$ cat config.mk
export PLATFORM = sky130hd
export DESIGN_NAME = rv32_pipeline_ctrl
export DESIGN_NICKNAME = d
export VERILOG_FILES = /design/src/rtl/rv32_pipeline_ctrl_pkg.sv /design/src/rtl/rv32_pipeline_ctrl_perf_counters.sv /design/src/rtl/rv32_pipeline_ctrl.sv
export SDC_FILE = /design/constraint.sdc
export NUM_CORES = 1
export LEC_CHECK = 0
export ABC_AREA = 1
export CAP_MARGIN = 30
export CELL_PAD_IN_SITES_DETAIL_PLACEMENT = 1
export CELL_PAD_IN_SITES_GLOBAL_PLACEMENT = 1
export CORE_MARGIN = 1.5
export CORE_UTILIZATION = 24
export CTS_CLUSTER_DIAMETER = 30
export DETAILED_ROUTE_END_ITERATION = 7
export GPL_ROUTABILITY_DRIVEN = 1
export PLACE_DENSITY_LB_ADDON = 0.1
export SETUP_SLACK_MARGIN = 0.15
export SYNTH_ARGS = -nofsm -noshare
export SYNTH_HDL_FRONTEND = slang
export SYNTH_HIERARCHICAL = 1
export SYNTH_SLANG_ARGS = --single-unit
$ cat constraint.sdc
create_clock -name i_clk -period 1.98 [get_ports i_clk]
set_input_delay 0.198 -clock i_clk [delete_from_list [all_inputs] [get_ports i_clk]]
set_output_delay 0.198 -clock i_clk [all_outputs]
set_load 0.01 [all_outputs]
$ cat src/rtl/rv32_pipeline_ctrl_pkg.sv
// Shared types for the rv32 pipeline sequencer: FSM states, the per-stage command bundle and the reset PC.
package rv32_pipeline_ctrl_pkg;

    typedef enum logic [1:0] {
        ST_RUN    = 2'd0,
        ST_DRAIN  = 2'd1,
        ST_HALTED = 2'd2,
        ST_RESUME = 2'd3
    } pipe_ctrl_state_t;

    typedef struct packed {
        logic fetch_hold;
        logic pc_load;
        logic decode_set_nop;
        logic exec_bubble;
        logic pipe_freeze;
    } pipe_cmd_t;

    localparam logic [31:0] RV32_RESET_PC_DEFAULT = 32'h0000_0000;

endpackage

$ cat src/rtl/rv32_pipeline_ctrl_perf_counters.sv
// Free-running stall/flush/halt event counters; wrap modulo 2^32, cleared by synchronous reset.
module rv32_pipe_perf_counters (
    input  logic        i_clk,
    input  logic        i_reset,
    input  logic        i_stall_evt,
    input  logic        i_flush_evt,
    input  logic        i_halt_evt,
    output logic [31:0] o_stall_cnt,
    output logic [31:0] o_flush_cnt,
    output logic [31:0] o_halt_cnt
);
    logic [31:0] r_stall_cnt;
    logic [31:0] r_flush_cnt;
    logic [31:0] r_halt_cnt;

    always_ff @(posedge i_clk) begin
        if (i_reset) begin
            r_stall_cnt <= '0;
            r_flush_cnt <= '0;
            r_halt_cnt  <= '0;
        end else begin
            if (i_stall_evt) r_stall_cnt <= r_stall_cnt + 32'd1;
            if (i_flush_evt) r_flush_cnt <= r_flush_cnt + 32'd1;
            if (i_halt_evt)  r_halt_cnt  <= r_halt_cnt + 32'd1;
        end
    end

    assign o_stall_cnt = r_stall_cnt;
    assign o_flush_cnt = r_flush_cnt;
    assign o_halt_cnt  = r_halt_cnt;
endmodule

$ cat src/rtl/rv32_pipeline_ctrl.sv
// Pipeline sequencer: turns stall/redirect/mem-wait/halt events into per-stage hold/bubble/flush commands.
// Performance counters are built only when RV32_PIPE_PERF_EN is defined; otherwise the count ports read 0.
module rv32_pipeline_ctrl
    import rv32_pipeline_ctrl_pkg::*;
#(
    parameter logic [31:0] RESET_PC     = RV32_RESET_PC_DEFAULT,
    parameter int unsigned DRAIN_CYCLES = 3
) (
    input  logic        i_clk,
    input  logic        i_reset,
    input  logic        i_decode_stall,
    input  logic        i_exec_redirect,
    input  logic [31:0] i_exec_redirect_pc,
    input  logic        i_mem_busy,
    input  logic        i_halt_req,
    input  logic        i_resume_req,
    input  logic [31:0] i_fetch_pc,
    output logic        o_fetch_hold,
    output logic        o_pc_load,
    output logic [31:0] o_pc_load_val,
    output logic        o_decode_set_nop,
    output logic [31:0] o_decode_set_nop_pc,
    output logic        o_exec_bubble,
    output logic        o_pipe_freeze,
    output logic        o_halted,
    output logic        o_halt_ack,
    output logic [31:0] o_stall_cnt,
    output logic [31:0] o_flush_cnt,
    output logic [31:0] o_halt_cnt
);
    localparam logic [3:0] LP_DRAIN = 4'(DRAIN_CYCLES);

    pipe_ctrl_state_t r_state, w_state_nxt;
    logic [3:0]       r_drain_cnt, w_drain_cnt_nxt;
    logic [31:0]      r_resume_pc, w_resume_pc_nxt;
    pipe_cmd_t        w_cmd;
    logic [31:0]      w_pc_load_val;
    logic [31:0]      w_nop_pc;
    logic             w_halt_ack;

    always_ff @(posedge i_clk) begin
        if (i_reset) begin
            r_state     <= ST_RUN;
            r_drain_cnt <= '0;
            r_resume_pc <= RESET_PC;
        end else begin
            r_state     <= w_state_nxt;
            r_drain_cnt <= w_drain_cnt_nxt;
            r_resume_pc <= w_resume_pc_nxt;
        end
    end

    // A redirect always wins the resume PC, even while the pipe is frozen.
    assign w_resume_pc_nxt = i_exec_redirect ? i_exec_redirect_pc :
                             (r_state == ST_RUN && i_halt_req && !i_mem_busy) ? i_fetch_pc :
                             r_resume_pc;

    always_comb begin
        w_cmd           = '0;
        w_pc_load_val   = '0;
        w_nop_pc        = '0;
        w_halt_ack      = 1'b0;
        w_state_nxt     = r_state;
        w_drain_cnt_nxt = r_drain_cnt;
        if (i_reset) begin
            w_cmd.fetch_hold     = 1'b1;
            w_cmd.decode_set_nop = 1'b1;
            w_cmd.exec_bubble    = 1'b1;
            w_cmd.pc_load        = 1'b1;
            w_pc_load_val        = RESET_PC;
            w_nop_pc             = RESET_PC;
        end else if (i_mem_busy) begin
            w_cmd.pipe_freeze = 1'b1;
            w_cmd.fetch_hold  = 1'b1;
        end else begin
            case (r_state)
                ST_RUN: begin
                    if (i_exec_redirect) begin
                        w_cmd.pc_load        = 1'b1;
                        w_pc_load_val        = i_exec_redirect_pc;
                        w_cmd.decode_set_nop = 1'b1;
                        w_nop_pc             = i_exec_redirect_pc;
                    end else if (i_decode_stall) begin
                        w_cmd.fetch_hold  = 1'b1;
                        w_cmd.exec_bubble = 1'b1;
                    end
                    if (i_halt_req) begin
                        w_state_nxt     = ST_DRAIN;
                        w_drain_cnt_nxt = LP_DRAIN;
                    end
                end
                ST_DRAIN: begin
                    w_cmd.fetch_hold     = 1'b1;
                    w_cmd.decode_set_nop = 1'b1;
                    w_nop_pc             = r_resume_pc;
                    if (r_drain_cnt == 4'd0) begin
                        w_state_nxt = ST_HALTED;
                        w_halt_ack  = 1'b1;
                    end else begin
                        w_drain_cnt_nxt = r_drain_cnt - 4'd1;
                    end
                end
                ST_HALTED: begin
                    w_cmd.fetch_hold     = 1'b1;
                    w_cmd.decode_set_nop = 1'b1;
                    w_nop_pc             = r_resume_pc;
                    if (i_resume_req) w_state_nxt = ST_RESUME;
                end
                ST_RESUME: begin
                    w_cmd.pc_load = 1'b1;
                    w_pc_load_val = r_resume_pc;
                    w_state_nxt   = ST_RUN;
                end
                default: w_state_nxt = ST_RUN;
            endcase
        end
    end

    assign o_fetch_hold        = w_cmd.fetch_hold;
    assign o_pc_load           = w_cmd.pc_load;
    assign o_pc_load_val       = w_pc_load_val;
    assign o_decode_set_nop    = w_cmd.decode_set_nop;
    assign o_decode_set_nop_pc = w_nop_pc;
    assign o_exec_bubble       = w_cmd.exec_bubble;
    assign o_pipe_freeze       = w_cmd.pipe_freeze;
    assign o_halted            = !i_reset && (r_state == ST_HALTED);
    assign o_halt_ack          = w_halt_ack;

`ifdef RV32_PIPE_PERF_EN
    logic w_stall_evt;
    logic w_flush_evt;
    logic w_halt_evt;

    assign w_stall_evt = i_mem_busy || (r_state == ST_RUN && !i_exec_redirect && i_decode_stall);
    assign w_flush_evt = i_exec_redirect;
    assign w_halt_evt  = (r_state == ST_HALTED);

    rv32_pipe_perf_counters u_perf (
        .i_clk       (i_clk),
        .i_reset     (i_reset),
        .i_stall_evt (w_stall_evt),
        .i_flush_evt (w_flush_evt),
        .i_halt_evt  (w_halt_evt),
        .o_stall_cnt (o_stall_cnt),
        .o_flush_cnt (o_flush_cnt),
        .o_halt_cnt  (o_halt_cnt)
    );
`else
    assign o_stall_cnt = '0;
    assign o_flush_cnt = '0;
    assign o_halt_cnt  = '0;
`endif
endmodule

==> flow_metrics.tcl <==
set metrics [dict create \
    boundaryPins 238 \
    finalHoldViolCount 0 \
    final_util_pct 40.2 \
    gp_congestion 0.761 \
    setup_viol 0 \
    layout_common_cells "nand2_1 (129), conb_1 (96), clkdlybuf4s50_1 (68), buf_2 (61), a21oi_2 (56)" \
    worst_setup_path_end_kind "output port" \
    ys_ff_latch 38 \
    hold_slack_ns 0.291 \
    status "complete, no violations" \
    ys_async_sr_fraction_pct 0 \
    slowest_stage "dfxtp_2" \
    clk_path_buf_depth 2 \
    path_cells "buf_6 > ha_4 > or2_4 > buf_6 > buf_12 > a21oi_2 > buf_2" \
    grt_pass1_vias 4026 \
    p_per_area_mw_per_mm2 546 \
    crit_path_frequent_cell "buf_6" \
    gr-usage-all-layers_pct 17.3 \
    grt_pass1_wl_mm 21.9 \
    wl_mm 15.3 \
    whs_path_depth 3 \
    cp.arrival_ns 1.76 \
    drtIter0Drc 149 \
    netlist_area_sq_mm 0.00369 \
    slowest_delay_ns 0.33 \
    holdCritStartpoint "i_reset" \
    synth.area.top_cells "dfxtp_1 (21%), buf_4 (20%), nand2_1 (18%)" \
    clk_latency_ns 0.29 \
    die_h_um 127 \
    ys_seq_area_share_pct 20.6 \
    synth_ff_type "dfxtp_1" \
    wl_per_cell_um 16.8 \
    finalCritPeriodShare_pct 99.0 \
    p_leak_uw 0.00308 \
    critical_path_class "reg2out" \
    area_growth_pct 64.2 \
    vias_per_cell 4.45 \
    max-vdd-ir-drop_v 0.000275 \
    dp_hpwl_mm 9.89 \
    period_needed_ns 1.96 \
    clock.fmax_ghz 0.510 \
    dieWidth_um 127 \
    slew_violations 0 \
    synth.distinct_cells 27 \
    num_antenna_cells 0 \
    worst_ep_required_time_ns 1.78 \
    synth_top_area_cell "dfxtp_1" \
    r2r_slack_ns 0.36 \
    die_area_sq_mm 0.0161 \
    clock-root-buffer "clkbuf_16" \
    synth_cells 541 \
    final_common_cell "nand2_1" \
    synth_edf_count 0 \
    synth_top_area_share_pct 20.6 \
    row_count 45 \
    htree_levels 2 \
    ant_nets 0 \
    overflow 0 \
    io_buffers 141 \
    grt_max_degree 39 \
    ff2ff_path_depth 9 \
    hold_class "in2reg" \
    min_to "r_state[1]" \
    nNetsFinal 801 \
    core_area_sq_mm 0.0151 \
    initial_core_util_pct 24.5 \
    syn_area_per_cell_sq_um 6.82 \
    dr.pass1.iters 4 \
    rsz0062_at_grt "true" \
    clock-sinks 38 \
    via_count 4045 \
    maxCapViolCount 0 \
    r2r_start "r_state[1]" \
    worstPathMaxFanout 8 \
    drcViolationCount 0 \
    final.setup_skew_ns 0.00765 \
    path_clk_slew_ns 0.05 \
    ctsHoldBuffers 0 \
    grt_antenna_before_repair 0 \
    fillCellCount 1858 \
    numCtsBuffers 5 \
    tns_ns 0 \
    r2r_end "r_drain_cnt[0]" \
    startpoint_type "register" \
    cts_tree "built" \
    yosysWarningCount 6 \
    layout-drive-gt1-share_pct 37.4 \
]
where the power goes:
part	internal, uW	switching, uW
sequential	842	85.3
combinational	758	813
clock	488	323
total	2090	1220
area by class of cell:
type / instances / area (sq um) / area share (%)
tap: 188 / 235 / 3.88
sequential: 38 / 763 / 12.6
inverter: 16 / 72.6 / 1.20
timing repair buffer: 211 / 2130 / 35.2
clock buffer: 6 / 139 / 2.29
multi-input combinational: 451 / 2720 / 44.8
state kept, by name, summed over array words and instances, names as in the netlist:
signal	count
r_state	2
r_drain_cnt	4
r_resume_pc	32
how the worst max path moves through the flow:
stage | slack [ns] | cells past startpoint | to | startpoint
2_1_floorplan | 0.31 | 7 | o_pc_load_val[10] | r_state[0]
3_3_place_gp | -0.30 | 7 | o_decode_set_nop_pc[10] | i_mem_busy
3_5_place_dp | -0.34 | 7 | o_decode_set_nop_pc[25] | i_mem_busy
4_1_cts | 0.001 | 7 | o_decode_set_nop_pc[25] | r_state[0]
5_1_grt | -0.03 | 7 | o_decode_set_nop_pc[25] | r_state[0]
6_report | 0.02 | 7 | o_decode_set_nop_pc[25] | r_state[0]
critical path, delay by kind of cell (launching register included):
kind                     cells  cell delay, ns
flip-flops                   1            0.33
AND/OR/NAND/NOR              1            0.33
buffers and inverters        4            0.55
adder cells (fa/ha/maj)      1            0.15
AO/OA/AOI/OAI                1            0.11
Yosys cell counts, types with 3 or more instances:
master	n
a21oi_1	36
a21oi_2	28
buf_12	3
buf_2	9
buf_4	98
buf_6	7
clkbuf_1	14
dfxtp_1	38
ha_1	7
inv_1	14
nand2_1	175
nand3_1	44
nor2_1	19
o211a_1	32
layer usage:
layer	global-route usage (%)	vias up	part of all wire, %
met4	3.68	0	1.5
li1	-	1942	-
met1	21.6	1946	44
met2	30.2	143	49
met5	0	-	0
met3	4.31	14	6.2
cell families after synthesis:
logic type | synth area share [%]
AND/OR/NAND/NOR | 27.0
buffers and inverters | 28.0
AO/OA/AOI/OAI | 22.0
flip-flops | 20.6
adder cells (fa/ha/maj) | 2.37
other | 0.102
what timing repair did:
action	CTS	global route
cloned	6	5
buffers inserted	15	8
pin swaps	9	48
gates resized for setup	315	135
setup endpoints to repair	70	67
metrics by stage:
step | instance area (sq um) | total power, uW | std cells | setup WS, ns
global route | 6060 | 3500 | 910 | -0.0319
global placement | 5100 | 2060 | 870 | -0.297
floorplan | 4050 | 1680 | 636 | 0.310
CTS | 5520 | 3120 | 897 | 0.00145
detailed placement | 5100 | 2080 | 870 | -0.335
finish | 6060 | 3310 | 910 | 0.0204
Note: power is estimated with default switching activity, not from simulation.
